==> src/rtl/pipe_issue_ctrl.sv <==
// pipe_issue_ctrl: RAW-hazard scoreboard, stall/bubble/issue and halt-drain FSM; define PIPE_FWD_EN for EX_WB forwarding
module pipe_issue_ctrl #(
  parameter int NREGS  = 4,
  parameter int WB_LAT = 2,
  parameter int STAT_W = 16
) (
  input  logic                       clk,
  input  logic                       rst,
  input  logic                       id_valid,
  input  logic [1:0]                 id_opcode,
  input  logic [$clog2(NREGS)-1:0]   id_rd,
  input  logic [$clog2(NREGS)-1:0]   id_rs,
  input  logic                       halt_req,
  input  logic                       resume,
  output logic                       stall,
  output logic                       bubble,
  output logic                       issue,
  output logic                       fwd_op1,
  output logic                       fwd_op2,
  output logic                       halted,
  output logic [STAT_W-1:0]          stall_cycles
);
  localparam int IW = $clog2(NREGS);
  localparam logic [1:0] LAT = 2'(WB_LAT);
`ifdef PIPE_FWD_EN
  localparam logic [1:0] THR = 2'd1;
`else
  localparam logic [1:0] THR = 2'd0;
`endif
  typedef enum logic [1:0] {RUN, DRAIN, HALTED} state_t;
  state_t state, nxt;
  logic [1:0] cnt [NREGS];
  logic reads, writes, hazard, clean;
  logic [1:0] c1, c2;
  always_comb begin
    reads  = ~id_opcode[1];
    writes = id_opcode != 2'b11;
    c1     = cnt[id_rd];
    c2     = cnt[id_rs];
    hazard = reads & ((c1 > THR) | (c2 > THR));
    clean  = 1'b1;
    for (int i = 0; i < NREGS; i++) clean = clean & (cnt[i] == 2'd0);
    halted = state == HALTED;
    issue  = state == RUN ? id_valid & ~hazard & ~halt_req : 1'b0;
    stall  = state == RUN ? id_valid & (hazard | halt_req) : 1'b1;
    bubble = stall;
    nxt    = state == RUN   ? (halt_req ? DRAIN : RUN) :
             state == DRAIN ? (clean ? HALTED : DRAIN) :
                              (resume & ~halt_req ? RUN : HALTED);
  end
`ifdef PIPE_FWD_EN
  assign fwd_op1 = issue & reads & (c1 == 2'd1);
  assign fwd_op2 = issue & reads & (c2 == 2'd1);
`else
  assign fwd_op1 = 1'b0;
  assign fwd_op2 = 1'b0;
`endif
  always_ff @(posedge clk) begin
    if (rst) begin
      state        <= RUN;
      stall_cycles <= '0;
      for (int i = 0; i < NREGS; i++) cnt[i] <= 2'd0;
    end else begin
      state <= nxt;
      if (state == RUN && stall && stall_cycles != '1) stall_cycles <= stall_cycles + 1'b1;
      // a reload of the issuing destination takes priority over its countdown
      for (int i = 0; i < NREGS; i++)
        cnt[i] <= (issue && writes && id_rd == IW'(i)) ? LAT :
                  (cnt[i] != 2'd0) ? cnt[i] - 2'd1 : 2'd0;
    end
  end
endmodule
==> config.mk <==
export PLATFORM = sky130hd
export DESIGN_NAME = pipe_issue_ctrl
export DESIGN_NICKNAME = d
export VERILOG_FILES = /design/src/rtl/pipe_issue_ctrl.sv
export SDC_FILE = /design/constraint.sdc
export NUM_CORES = 1
export LEC_CHECK = 0
export CAP_MARGIN = 20
export CORE_UTILIZATION = 51
export CTS_BUF_LIST = sky130_fd_sc_hd__clkbuf_4 sky130_fd_sc_hd__clkbuf_8
export DETAILED_ROUTE_END_ITERATION = 10
export PLACE_DENSITY = 0.82
export SLEW_MARGIN = 20
export SYNTH_ARGS = -nofsm -noshare
export SYNTH_HDL_FRONTEND = slang
export SYNTH_SLANG_ARGS = --single-unit
==> constraint.sdc <==
create_clock -name clk -period 2.2 [get_ports clk]
set_input_delay 0.33 -clock clk [delete_from_list [all_inputs] [get_ports clk]]
set_output_delay 0.33 -clock clk [all_outputs]
set_load 0.05 [all_outputs]
==> impl_metrics.csv <==
group,metric,value,unit
synthesis,synth.largest_area_cell,"dfxtp_1",
grt,track_usage,0.249,
grt,grtUsageMet2,0.427,
synthesis,yosys_register_bits,26,
clock_network,clockBufferDepth,2,
detailed_routing,wl_per_cell,14.0,µm
grt,grt_max_degree,27,
power_and_ir_drop,power,0.000924,W
synthesis,yosys-top-cells-area,"dfxtp_1, nor2_1, xor2_1",
worst_hold_path,hold_path_class,"flip-flop to flip-flop",
sta,skew,8.33,ps
power_and_ir_drop,irDropWorstVdd,422,µV
worst_setup_path,worst_ep_required_time,1870,ps
synthesis,synthFlopType,"dfxtp_1",
synthesis,netlist_top_cells_count,"dfxtp_1, nor2_1, nand2_1",
synthesis,ys_types,43,
synthesis,yosys.area_share.simple,0.275,
synthesis,ys_async_sr_fraction,0,
sta,relSlewSlack,0.666,
die,num_rows,18,
die,start_util,0.550,
worst_setup_path,crit_type,"input port to output port",
power_and_ir_drop,power_switching,0.000263,W
die,core,2520,µm²
synthesis,syn_area_per_cell,8.40,µm²
grt,gr-usage-met1,0.316,
final_layout,drive_gt1_frac,0.152,
sta,setup_slack,107,ps
detailed_routing,num_vias,1338,
worst_setup_path,cp-start-kind,"input port",
placement,gp_congestion,0.778,
synthesis,synth_mux_area_frac,0.0144,
sta,setup_tns,0,ps
clock_network,clkTransAtPathRegs,140,ps
sta,rsz0062_at_grt,"false",
grt,antenna_found_initial,0,
placement,dp_hpwl,2.42,mm
grt,met3_usage,0.0339,
grt,grt_busiest_layer,"met2",
power_and_ir_drop,clock_power_share,0.269,
detailed_routing,vias_per_cell,5.72,
detailed_routing,dr.first_iter.drc_count,25,
final_layout,fin_nets,217,
worst_setup_path,critPathArrivalTime,1760,ps
placement,dp_cells,229,
sta,setup_violations,0,
clock_network,clock_sinks,26,
clock_network,h-tree-depth,1,
power_and_ir_drop,power_frac_comb,0.205,
placement,port_buffers,30,
sta,fin_crit_sh,0.951,
sta,hold-worst-slack,492,ps
grt,grt_pass1_vias,1269,
power_and_ir_drop,power_density,501,nW/µm²
job,drv_cap,0,
final_layout,area_growth,33.0,%
clock_network,cts_buffers,3,
die,dieWidth,54.1,µm
final_layout,fin_cells,234,
die,die-area,2930,µm²
synthesis,netlist_area,1390,µm²
power_and_ir_drop,p_int,0.000660,W
final_layout,multi_input_area,806,µm²
clock_network,ctsHoldBuffers,0,
sta,hold_violations,0,
outcome,status,"complete, no violations",
synthesis,synth_most_common_cell,"dfxtp_1",
worst_setup_path,crit_path_max_fanout,4,
final_layout,fillers,201,
detailed_routing,firstDrtPassIters,4,
detailed_routing,wl,3.28,mm
clock_network,clock_latency,330,ps
power_and_ir_drop,p_seq_frac,0.527,
final_layout,seqCellArea,520,µm²
synthesis,yosys_warnings,0,
worst_setup_path,endpoint_kind,"output port",
sta,period_minus_slack,2090,ps
synthesis,synth_top_family_by_area,"simple AND/OR/NAND/NOR gates",
synthesis,synthCells,165,
clock_network,cts-root-buf,"clkbuf_4",
synthesis,synth-seq-area-share,0.375,
clock_network,cts_tree,"yes",
grt,grt_pass1_wl,5.34,mm
synthesis,synth_compound_area_frac,0.217,
sta,worstMarginPinSlew,499,ps
synthesis,synthAdderAreaFrac,0.00903,
final_layout,num_antenna_cells,0,
detailed_routing,drc,0,
grt,gr-total-overflow,0,
synthesis,yosys.area.top_type_share,0.375,
die,io_pins,33,
detailed_routing,postRouteAntennaNets,0,
synthesis,synth-edff-count,0,
die,die_h,54.1,µm
power_and_ir_drop,power.leakage,0.692,nW
power_and_ir_drop,p_sw_frac,0.285,
synthesis,synth-xor-area-share,0.0569,
placement,post-place-ws,-141,ps
sta,max_freq,0.478,GHz
sta,drv_slew,0,
==> path summary, 6_finish.rpt <==
| kind | startpoint | endpoint | slack [ps] | cells after the start |
|---|---|---|---|---|
| setup / recovery | id_rs[0] | stall | 110 | 7 |
| hold / removal | cnt[3][0] | cnt[3][1] | 490 | 2 |
| setup reg to reg | stall_cycles[7] | stall_cycles[1] | 290 | 7 |
| hold reg to reg | cnt[3][0] | cnt[3][1] | 490 | 2 |
==> metal layers <==
| metal | part of all wire | vias up |
|---|---|---|
| li1 | - | 661 |
| met1 | 0.45 | 624 |
| met2 | 0.47 | 48 |
| met3 | 0.066 | 5 |
| met4 | 0.012 | 0 |
| met5 | 0 | - |
==> cells by family (layout without fill, tap and decap cells) <==
kind of cell	count (synthesis)	in the layout
compound gates	39	39
other cells	1	2
buf+inv	13	51
fa+ha+maj	1	1
flops	26	26
xor+xnor	9	9
simple gates	74	74
mux	2	2
==> stage by stage <==
stage | util | area [µm²]
after global routing | 0.731 | 1840
final | 0.731 | 1840
after detailed placement | 0.713 | 1800
after CTS | 0.730 | 1840
after global placement | 0.713 | 1800
after floorplan | - | 1390
==> cell type report <==
| class | instances | area share |
|---|---|---|
| repair buffers | 44 | 0.235 |
| inverters | 3 | 0.00611 |
| well taps | 30 | 0.0204 |
| flip-flops and latches | 26 | 0.282 |
| clock buffers | 4 | 0.0197 |
| multi-input cells | 127 | 0.437 |
==> cell usage in the layout (no fill, tap or decap), types with 3 or more instances in the layout <==
| master | netlist | final |
|---|---|---|
| a21oi_1 | 12 | 12 |
| nor3_1 | 3 | 3 |
| nor2_1 | 21 | 21 |
| nand4_1 | 4 | 4 |
| dfxtp_1 | 26 | 26 |
| o21ai_1 | 2 | 3 |
| nand3_1 | 3 | 3 |
| or3_1 | 4 | 4 |
| nor2b_1 | 4 | 3 |
| and3_1 | 6 | 6 |
| nor3b_1 | 3 | 3 |
| o211ai_1 | 6 | 6 |
| nor4_1 | 3 | 3 |
| nand2_1 | 13 | 12 |
| clkdlybuf4s50_1 | 0 | 25 |
| inv_1 | 3 | 3 |
| xor2_1 | 8 | 8 |
| clkbuf_4 | 0 | 3 |
| o31ai_1 | 3 | 3 |
| buf_12 | 0 | 3 |
| buf_4 | 3 | 14 |
==> registers in the layout, indices dropped and copies added, names as in the netlist <==
name and count:
state 2, cnt 8, stall_cycles 16
==> power groups by stage <==
stage,clock network (W),registers [W],logic [W]
2_1_floorplan,0,0.000504,0.000101
3_3_place_gp,0,0.000496,0.000182
3_5_place_dp,0,0.000497,0.000187
4_1_cts,0.000252,0.000487,0.000188
5_1_grt,0.000267,0.000488,0.000201
6_report,0.000248,0.000486,0.000189
==> repair_timing <==
item                                    in CTS  in global routing
endpoints found under the setup margin       3                  2
cloned                                       0                  0
buffers inserted                             1                  0
pin swaps                                    2                  1
resized for setup                            3                  2
==> worst max-delay path: stages <==
cell             delay, ps
clkdlybuf4s50_1        460
nor2b_2                190
o22ai_2                180
a41oi_4                140
o21ai_1                170
nand2_2                120
buf_12                 170
(Power assumes the default switching activity.)
